## src/rtl/ahb_sram_defs.sv

```systemverilog
// Shared encodings for the AHB-lite SRAM bridge: bus field values, byte-lane decode,
// and the error response state machine encoding.
package ahb_sram_defs;

    localparam logic [1:0] HTRANS_IDLE   = 2'b00;
    localparam logic [1:0] HTRANS_BUSY   = 2'b01;
    localparam logic [1:0] HTRANS_NONSEQ = 2'b10;
    localparam logic [1:0] HTRANS_SEQ    = 2'b11;

    localparam logic [2:0] HSIZE_BYTE = 3'd0;
    localparam logic [2:0] HSIZE_HALF = 3'd1;
    localparam logic [2:0] HSIZE_WORD = 3'd2;

    typedef enum logic [1:0] {
        ERR_IDLE = 2'b00,
        ERR_ONE  = 2'b01,
        ERR_TWO  = 2'b10
    } err_state_e;

    // Sizes above word are handled as full-word accesses.
    function automatic logic [3:0] lane_decode(input logic [2:0] hsize, input logic [1:0] addr_lo);
        logic [3:0] lanes;
        case (hsize)
            HSIZE_BYTE: lanes = 4'b0001 << addr_lo;
            HSIZE_HALF: lanes = addr_lo[1] ? 4'b1100 : 4'b0011;
            default:    lanes = 4'b1111;
        endcase
        return lanes;
    endfunction

endpackage

```

## src/rtl/ahb_sram_chk.sv

```systemverilog
// Run-time invariants of the write park buffer; carries no functional logic.
module ahb_sram_chk (
    input logic clk,
    input logic rst,
    input logic wr_dph,
    input logic buf_valid,
    input logic direct_wr,
    input logic drain
);

    // A write data phase must always find the park buffer empty.
    a_buf_empty_at_write: assert property (@(posedge clk) disable iff (rst) wr_dph |-> !buf_valid);

    // The SRAM port carries at most one write per cycle.
    a_no_double_write: assert property (@(posedge clk) disable iff (rst) !(direct_wr && drain));

endmodule

```

## src/rtl/ahb_sram_wbuf.sv

```systemverilog
// One-entry write park buffer with drain request and read-after-write forward capture.
module ahb_sram_wbuf
    import ahb_sram_defs::*;
#(
    parameter int AW = 12
) (
    input  logic          clk,
    input  logic          rst,
    input  logic          rd_acc,
    input  logic [AW-1:0] rd_addr,
    input  logic          wr_dph,
    input  logic [AW-1:0] wr_addr,
    input  logic [3:0]    wr_lanes,
    input  logic [31:0]   wr_data,
    output logic          buf_valid,
    output logic [AW-1:0] buf_addr,
    output logic [3:0]    buf_lanes,
    output logic [31:0]   buf_data,
    output logic          drain_req,
    output logic [3:0]    fwd_lanes,
    output logic [31:0]   fwd_data
);

    logic          buf_valid_r;
    logic [AW-1:0] buf_addr_r;
    logic [3:0]    buf_lanes_r;
    logic [31:0]   buf_data_r;
    logic [3:0]    fwd_lanes_r;
    logic [31:0]   fwd_data_r;

    logic          park_s;
    logic          nxt_valid_s;
    logic [AW-1:0] nxt_addr_s;
    logic [3:0]    nxt_lanes_s;
    logic [31:0]   nxt_data_s;

    assign park_s    = wr_dph & rd_acc & ~rst;
    assign drain_req = buf_valid_r & ~rd_acc & ~wr_dph & ~rst;

    // Next buffer contents; forwarding samples this so a write parked in the
    // same cycle as the read is already visible to it.
    always_comb begin
        nxt_valid_s = buf_valid_r;
        nxt_addr_s  = buf_addr_r;
        nxt_lanes_s = buf_lanes_r;
        nxt_data_s  = buf_data_r;
        if (park_s) begin
            nxt_valid_s = 1'b1;
            nxt_addr_s  = wr_addr;
            nxt_lanes_s = wr_lanes;
            nxt_data_s  = wr_data;
        end else if (drain_req) begin
            nxt_valid_s = 1'b0;
        end else begin
            nxt_valid_s = buf_valid_r;
        end
    end

    // Buffer and forward registers; reset discards any parked write.
    always_ff @(posedge clk) begin
        if (rst) begin
            buf_valid_r <= 1'b0;
            buf_addr_r  <= '0;
            buf_lanes_r <= 4'd0;
            buf_data_r  <= 32'd0;
            fwd_lanes_r <= 4'd0;
            fwd_data_r  <= 32'd0;
        end else begin
            buf_valid_r <= nxt_valid_s;
            buf_addr_r  <= nxt_addr_s;
            buf_lanes_r <= nxt_lanes_s;
            buf_data_r  <= nxt_data_s;
            if (rd_acc) begin
                fwd_lanes_r <= (nxt_valid_s && (nxt_addr_s == rd_addr)) ? nxt_lanes_s : 4'd0;
                fwd_data_r  <= nxt_data_s;
            end
        end
    end

    assign buf_valid = buf_valid_r;
    assign buf_addr  = buf_addr_r;
    assign buf_lanes = buf_lanes_r;
    assign buf_data  = buf_data_r;
    assign fwd_lanes = fwd_lanes_r;
    assign fwd_data  = fwd_data_r;

endmodule

```

## src/rtl/ahb_sram_ctrl.sv

```systemverilog
// Zero-wait-state AHB-lite slave for the 3K x 32 single-port SRAM.
// Optional out-of-range error response is enabled by defining AHB_SRAM_ERR_EN.
module ahb_sram_ctrl
    import ahb_sram_defs::*;
#(
    parameter int AW    = 12,
    parameter int DEPTH = 3072
) (
    input  logic          HCLK,
    input  logic          HRESET,
    input  logic          HSEL,
    input  logic [31:0]   HADDR,
    input  logic [1:0]    HTRANS,
    input  logic          HWRITE,
    input  logic [2:0]    HSIZE,
    input  logic [31:0]   HWDATA,
    input  logic          HREADY,
    output logic          HREADYOUT,
    output logic [31:0]   HRDATA,
    output logic          HRESP,
    input  logic [31:0]   SRAMRDATA,
    output logic [3:0]    SRAMWEN,
    output logic [31:0]   SRAMWDATA,
    output logic          SRAMCS0,
    output logic [AW-1:0] SRAMADDR
);

    logic          accept_s;
    logic [AW-1:0] word_s;
    logic [3:0]    lanes_s;
    logic          range_err_s;
    logic          rd_acc_s;
    logic          wr_acc_s;
    logic          direct_wr_s;
    logic          unused_ok_s;

    logic          rd_dph_r;
    logic          wr_dph_r;
    logic [AW-1:0] wr_addr_r;
    logic [3:0]    wr_lanes_r;

    logic          buf_valid_s;
    logic [AW-1:0] buf_addr_s;
    logic [3:0]    buf_lanes_s;
    logic [31:0]   buf_data_s;
    logic          drain_s;
    logic [3:0]    fwd_lanes_s;
    logic [31:0]   fwd_data_s;

    logic          cs_s;
    logic [3:0]    wen_s;
    logic [AW-1:0] addr_s;
    logic [31:0]   wdata_s;
    logic [31:0]   hrdata_s;

    assign accept_s    = HSEL & HREADY & HTRANS[1] & ~HRESET;
    assign word_s      = HADDR[AW+1:2];
    assign lanes_s     = lane_decode(HSIZE, HADDR[1:0]);
    assign unused_ok_s = ^{HADDR[31:AW+2], HTRANS[0]};

`ifdef AHB_SRAM_ERR_EN
    localparam logic [AW:0] DEPTH_W = (AW+1)'(DEPTH);

    err_state_e err_state_r;
    logic       hreadyout_r;
    logic       hresp_r;

    assign range_err_s = accept_s & ({1'b0, word_s} >= DEPTH_W);

    // Two-cycle ERROR response; the failing access never reaches the SRAM.
    always_ff @(posedge HCLK) begin
        if (HRESET) begin
            err_state_r <= ERR_IDLE;
            hreadyout_r <= 1'b1;
            hresp_r     <= 1'b0;
        end else begin
            case (err_state_r)
                ERR_IDLE, ERR_TWO: begin
                    if (range_err_s) begin
                        err_state_r <= ERR_ONE;
                        hreadyout_r <= 1'b0;
                        hresp_r     <= 1'b1;
                    end else begin
                        err_state_r <= ERR_IDLE;
                        hreadyout_r <= 1'b1;
                        hresp_r     <= 1'b0;
                    end
                end
                ERR_ONE: begin
                    err_state_r <= ERR_TWO;
                    hreadyout_r <= 1'b1;
                    hresp_r     <= 1'b1;
                end
                default: begin
                    err_state_r <= ERR_IDLE;
                    hreadyout_r <= 1'b1;
                    hresp_r     <= 1'b0;
                end
            endcase
        end
    end

    assign HREADYOUT = hreadyout_r;
    assign HRESP     = hresp_r;
`else
    assign range_err_s = 1'b0;
    assign HREADYOUT   = 1'b1;
    assign HRESP       = 1'b0;
`endif

    assign rd_acc_s    = accept_s & ~HWRITE & ~range_err_s;
    assign wr_acc_s    = accept_s &  HWRITE & ~range_err_s;
    assign direct_wr_s = wr_dph_r & ~rd_acc_s & ~HRESET;

    // Data-phase tracking; a stalled bus holds the current phase.
    always_ff @(posedge HCLK) begin
        if (HRESET) begin
            rd_dph_r   <= 1'b0;
            wr_dph_r   <= 1'b0;
            wr_addr_r  <= '0;
            wr_lanes_r <= 4'd0;
        end else if (HREADY) begin
            rd_dph_r <= rd_acc_s;
            wr_dph_r <= wr_acc_s;
            if (wr_acc_s) begin
                wr_addr_r  <= word_s;
                wr_lanes_r <= lanes_s;
            end
        end
    end

    ahb_sram_wbuf #(
        .AW(AW)
    ) u_wbuf (
        .clk       (HCLK),
        .rst       (HRESET),
        .rd_acc    (rd_acc_s),
        .rd_addr   (word_s),
        .wr_dph    (wr_dph_r),
        .wr_addr   (wr_addr_r),
        .wr_lanes  (wr_lanes_r),
        .wr_data   (HWDATA),
        .buf_valid (buf_valid_s),
        .buf_addr  (buf_addr_s),
        .buf_lanes (buf_lanes_s),
        .buf_data  (buf_data_s),
        .drain_req (drain_s),
        .fwd_lanes (fwd_lanes_s),
        .fwd_data  (fwd_data_s)
    );

    // SRAM port arbitration: read, then direct write, then buffer drain.
    always_comb begin
        cs_s    = 1'b0;
        wen_s   = 4'd0;
        addr_s  = '0;
        wdata_s = 32'd0;
        if (rd_acc_s) begin
            cs_s   = 1'b1;
            addr_s = word_s;
        end else if (direct_wr_s) begin
            cs_s    = 1'b1;
            wen_s   = wr_lanes_r;
            addr_s  = wr_addr_r;
            wdata_s = HWDATA;
        end else if (drain_s) begin
            cs_s    = 1'b1;
            wen_s   = buf_lanes_s;
            addr_s  = buf_addr_s;
            wdata_s = buf_data_s;
        end else begin
            cs_s = 1'b0;
        end
    end

    // Read data merges forwarded bytes over the SRAM word.
    always_comb begin
        hrdata_s = 32'd0;
        if (rd_dph_r) begin
            for (int i = 0; i < 4; i++) begin
                hrdata_s[8*i +: 8] = fwd_lanes_s[i] ? fwd_data_s[8*i +: 8] : SRAMRDATA[8*i +: 8];
            end
        end else begin
            hrdata_s = 32'd0;
        end
    end

    assign SRAMCS0   = cs_s;
    assign SRAMWEN   = wen_s;
    assign SRAMADDR  = addr_s;
    assign SRAMWDATA = wdata_s;
    assign HRDATA    = hrdata_s;

    ahb_sram_chk u_chk (
        .clk       (HCLK),
        .rst       (HRESET),
        .wr_dph    (wr_dph_r),
        .buf_valid (buf_valid_s),
        .direct_wr (direct_wr_s),
        .drain     (drain_s)
    );

endmodule

```

## config.mk

```make
export PLATFORM = sky130hd
export DESIGN_NAME = ahb_sram_ctrl
export DESIGN_NICKNAME = d
export VERILOG_FILES = /design/src/rtl/ahb_sram_defs.sv /design/src/rtl/ahb_sram_chk.sv /design/src/rtl/ahb_sram_wbuf.sv /design/src/rtl/ahb_sram_ctrl.sv
export SDC_FILE = /design/constraint.sdc
export NUM_CORES = 1
export LEC_CHECK = 0
export ABC_AREA = 1
export BUFFER_PORTS_ARGS = -buffer_cell sky130_fd_sc_hd__buf_2
export CELL_PAD_IN_SITES_DETAIL_PLACEMENT = 0
export CELL_PAD_IN_SITES_GLOBAL_PLACEMENT = 1
export CORE_MARGIN = 3
export CORE_UTILIZATION = 34
export DETAILED_ROUTE_END_ITERATION = 8
export PLACE_DENSITY = 0.9
export RECOVER_POWER = 25
export SLEW_MARGIN = 10
export SYNTH_ARGS = -nofsm -noshare
export SYNTH_HDL_FRONTEND = slang
export SYNTH_SLANG_ARGS = --single-unit
export TNS_END_PERCENT = 30
```

## constraint.sdc

```tcl
create_clock -name HCLK -period 1.6 [get_ports HCLK]
set_input_delay 0.16 -clock HCLK [delete_from_list [all_inputs] [get_ports HCLK]]
set_output_delay 0.16 -clock HCLK [all_outputs]
set_load 0.005 [all_outputs]
```

# --- Yosys cells after proc, flatten, opt, wreduce, memory -nomap -nowiden ---
# Index checks and enable logic that the tools add are counted.
op_classes:
  n_addsub: 0
  n_eq_ne: 2
  div_mod_pow: 0
  multipliers: 0
  order_cmp: 0
  n_bitwise: 16
  mux: 25
  reduce_logical: 3
  shifts: 1
ops:
  columns: ["cell", "count"]
  rows:
  - ["$mux 32", 5]
  - ["$mux 12", 4]
  - ["$mux 8", 4]
  - ["$mux 4", 6]
  - ["$and 1x1->1", 12]
  - ["$eq 12x12->1", 1]
  - ["$pmux 4 s2", 1]
  - ["$mux 1", 5]
  - ["$not 1->1", 4]
  - ["$shl 1x2->4 const A", 1]
  - ["$eq 3x1->1 const B", 1]
  - ["$logic_not 3->1", 1]
  - ["$reduce_and 2->1", 1]
  - ["$logic_and 1x1->1", 1]
word_totals:
  latchBits: 0
  rom_bits: 0
  register_bits: 103
  mem_bits_rw: 0
  memories: 0

# --- Depth between registers and ports, before layout ---
depth:
  depth_word: 12
  depth_mapped: 13
  mapped_depth_nobuf: 13

# --- Modules after synthesis ---
# From an unflattened synthesis, not the netlist that was laid out.
unflattened:
  cells_unflattened: 938
  area_unflattened_um2: 5848.1
modules_own_cells:
  columns: ["mod", "seq_area_each_um2", "instances", "cells_each", "area_each_um2"]
  rows:
  - ["ahb_sram_wbuf", 1701.6, 1, 426, 3449.6]
  - ["ahb_sram_ctrl", 360.3, 1, 512, 2398.6]

# --- Worst setup path after synthesis ---
# No wires, ideal clock.
synth_path:
  path_kind: "reg2out"
  from: "reg wr_dph_r"
  to: "out SRAMWDATA[13]"
  arrival_time_ps: 1336
  path_stages_with_launch: 9
  setup_slack_ps: 104
  path_cell_list: "dfxtp_1 -> buf_2 -> nor3b_1 -> nand2_1 -> buf_2 -> inv_1 -> clkbuf_1 -> nand2_1 -> nand2_1"
synth_between:
  elab_chain_len: 6
  elab_cells_between_ends: 8
  cone_classes: "mux: 3; bitwise: 5"
synth_rtl:
  columns: ["element", "line", "rtl"]
  rows:
  - ["start, declared", "ahb_sram_ctrl.sv:38", "logic wr_dph_r;"]
  - ["start signal, assigned", "ahb_sram_ctrl.sv:124", "wr_dph_r <= wr_acc_s;"]
  - ["$not 1->1", "ahb_sram_wbuf.sv:38", "assign drain_req = buf_valid_r & ~rd_acc & ~wr_dph & ~rst;"]
  - ["$and 1x1->1 (2 in series)", "ahb_sram_wbuf.sv:38", null]
  - ["$mux 32", "ahb_sram_ctrl.sv:166", "end else if (drain_s) begin"]
  - ["$mux 32 *", "ahb_sram_ctrl.sv:161", "end else if (direct_wr_s) begin"]
  - ["$mux 32 *", "ahb_sram_ctrl.sv:158", "if (rd_acc_s) begin"]
  - ["end, declared", "ahb_sram_ctrl.sv:23", "output logic [31:0] SRAMWDATA,"]
# Every way passes the cells marked *; elsewhere a longest branch is shown, timed or not.

# --- Final worst setup path ---
layout_path:
  from: "reg wr_dph_r"
  to: "out SRAMADDR[5]"
layout_between:
  elab_chain_len: 6
  elab_cells_between_ends: 8
  cone_classes: "mux: 3; bitwise: 5"
layout_rtl:
  columns: ["element", "line", "rtl"]
  rows:
  - ["$not 1->1", "ahb_sram_wbuf.sv:38", null]
  - ["$and 1x1->1 (2 in series)", "ahb_sram_wbuf.sv:38", null]
  - ["$mux 12", "ahb_sram_ctrl.sv:166", null]
  - ["$mux 12 *", "ahb_sram_ctrl.sv:161", null]
  - ["$mux 12 *", "ahb_sram_ctrl.sv:158", null]
  - ["end, declared", "ahb_sram_ctrl.sv:25", "output logic [AW-1:0] SRAMADDR"]
# Marked as above.

==> flow_summary.toml <==
[run_status]
status = "finished with violations"
violations = "setup timing"

[sta]
drv_slew = 0
timing.fmax_mhz = 570
rsz0062_at_grt = "yes"
slew_headroom_pct = 63.2
timing.hold.ws_ns = 0.0826
period_share_pct = 110
fin_skew_ns = 0.00576
hold_viol_final = 0
fin_crit_ns = 1.75
finalSetupTns_ns = -5.76
tightest_slew_ns = 0.551
setup_viol = 53
fin_ws_ns = -0.154

[setup_path]
crit_required_ns = 1.44
cp_cell_sequence = "buf_6 -> inv_4 -> nor2_4 -> nand2_4 -> buf_12 -> o221ai_2 -> buf_2"
critical_path_class = "reg -> out"
crit_slowest_cell = "dfxtp_4"
cp-start-kind = "flop"
slowest_delay_ns = 0.37
cp.arrival_ns = 1.59
crit_path_max_fanout = 11
endpoint_kind = "output port"

[cts]
ctsRootBufferMaster = "clkbuf_16"
clk_path_buf_depth = 2
clk_pin_slew_ns = 0.07
cts_hold_buf = 0
clock-sinks = 103
cts_tree = "done"
clock_latency_ns = 0.35
cts_buffers = 9
h-tree-depth = 3

[finish]
diodes = 0
fin_area_um2 = 7300
final_nets = 1072
drive_gt1_share_pct = 30.4
synthToLayoutAreaGrowth_pct = 38.7

[yosys]
avgSynthCellArea_um2 = 6.69
netlist.area_leader.share_pct = 39.2
ys_seq_area_share_pct = 39.2
synth_ff_type = "dfxtp_1"
ys_ff_latch = 103
ys_warn_count = 0
synth_common_cells = "187 x nand2_1, 124 x inv_1, 103 x dfxtp_1, 89 x o21ai_0, 62 x a21oi_1"
yosys.area.top_type = "dfxtp_1"
synth_enable_flop_cells = 0
syn_area_um2 = 5260
synthTopCellsByArea = "dfxtp_1 39%, nand2_1 13%, inv_1 8.9%"
ys_types = 26
synthCells = 786
synth_nets = 892
async_reset_ff_share_pct = 0
yosysMostFrequentCell = "nand2_1"

[global_route]
grt_usage_pct = 19.0
overflow = 0
grt_pass1_vias = 5097
grt_pass1_wl_um = 25500
antenna_found_initial = 0
grt_max_degree = 49

[route]
wire_per_inst_um = 14.0
drt_iter0_markers = 353
postRouteAntennaNets = 0
drcViolationCount = 0
via_count = 5527
wirelength_um = 16200
dr.pass1.iters = 4
post_drt_via_cell_ratio = 4.79

[floorplan]
die_area_um2 = 17000
pin_count = 189
core_um2 = 14800
start_util_pct = 35.5
fp-row-count = 44
dieWidth_um = 130
die_y_um = 130

[placed_design]
place_area_um2 = 6500
numPortBuffers = 167
dpl_worst_slack_ns = -0.129
gp_congestion = 0.824
hpwl_um = 11100

[power]
p_sw_mw = 1.25
p_int_mw = 4.23
combPwrFrac_pct = 7.6
swShare_pct = 22.8
clkPwrFrac_pct = 44.9
power.density_nw_per_um2 = 750
p_leak_nw = 3.67
vdd_drop_max_v = 0.000521
seqPwrFrac_pct = 47.5

[worst_hold_path]
hp-class = "in -> reg"

[flow_run]
maxCapViolations = 0
## logic make-up (layout without fill, tap and decap cells)
| group | Yosys count | in the layout | synth area share [%] |
|---|---|---|---|
| multiplexers | 16 | 16 | 3.05 |
| AND/OR/NAND/NOR | 289 | 289 | 22.8 |
| buffers and inverters | 179 | 364 | 13.6 |
| flip-flops | 103 | 103 | 39.2 |
| other | 2 | 2 | 0.143 |
| AO/OA/AOI/OAI | 197 | 197 | 21.2 |
## layer usage
| layer | part of all wire [%] | GRT usage [%] |
|---|---|---|
| met5 | 0 | 0 |
| met4 | 1.8 | 5.51 |
| met3 | 5.2 | 4.58 |
| met2 | 47 | 31.0 |
| met1 | 46 | 25.2 |
## final timing paths
kind	from	end	depth (start not counted)	slack (ns)
min	HWDATA[2]	u_wbuf.buf_data[2]$_SDFF_PP0_	3	0.08
max reg2reg	wr_dph_r$_SDFFE_PP0P_	u_wbuf.fwd_lanes[3]$_SDFFE_PP0N_	12	-0.11
max	wr_dph_r$_SDFFE_PP0P_	SRAMADDR[5]	7	-0.15
min reg2reg	wr_lanes_r[1]$_SDFFE_PP0P_	wr_lanes_r[1]$_SDFFE_PP0P_	2	0.48
## through the flow
step | cells | utilization, % | total power [mW]
floorplan | 786 | - | 2.84
global placement | 1127 | 43.9 | 3.05
detailed placement | 1127 | 43.9 | 3.05
CTS | 1154 | 48.0 | 5.55
global route | 1155 | 49.3 | 5.72
finish | 1155 | 49.3 | 5.47
## layout make-up
cell class | instances | area (um^2)
clock buffer | 12 | 256
clock inverter | 4 | 77.6
fill | 1506 | 7510
inverter | 128 | 493
multi-input combinational | 504 | 2670
sequential | 103 | 2070
tap | 184 | 230
timing repair buffer | 220 | 1500
## cell usage in the layout, fill, tap and decap left out, drive strengths merged
cell type    n
nand2      193
conb         2
o221ai      12
o21ai       90
mux2i       16
clkinv       3
nand3b       2
nor2        61
a21oi       62
nor3b        1
nand4       13
nand3       19
clkbuf      14
dfxtp      103
buf        218
inv        127
o211ai      33
bufinv       2
## power by group through the flow
stage / sequential, mW / clock, mW / combinational [mW]
after floorplan: 2.66 / 0 / 0.180
after global placement: 2.66 / 0 / 0.384
after detailed placement: 2.66 / 0 / 0.386
after CTS: 2.60 / 2.54 / 0.404
after global routing: 2.60 / 2.65 / 0.464
final: 2.60 / 2.46 / 0.415
## critical path, delay by kind of cell, from the launching register on
kind,cells,cell delay (ns)
AO/OA/AOI/OAI,1,0.18
buffers and inverters,4,0.47
flip-flops,1,0.37
AND/OR/NAND/NOR,2,0.22
## registers in the layout, indices dropped and copies added, names as in the netlist
name / count
u_wbuf.buf_data: 32
u_wbuf.fwd_data: 32
u_wbuf.buf_addr: 12
wr_addr_r: 12
u_wbuf.buf_lanes: 4
u_wbuf.fwd_lanes: 4
wr_lanes_r: 4
rd_dph_r: 1
u_wbuf.buf_valid: 1
wr_dph_r: 1
## repair_timing
action                                  4_1_cts  5_1_grt
buffers inserted                              7        0
endpoints found under the setup margin       57       95
gates cloned                                  4        1
pin swaps                                     2       10
resized for setup                            46       56
Note: power is estimated with default switching activity, not from simulation.
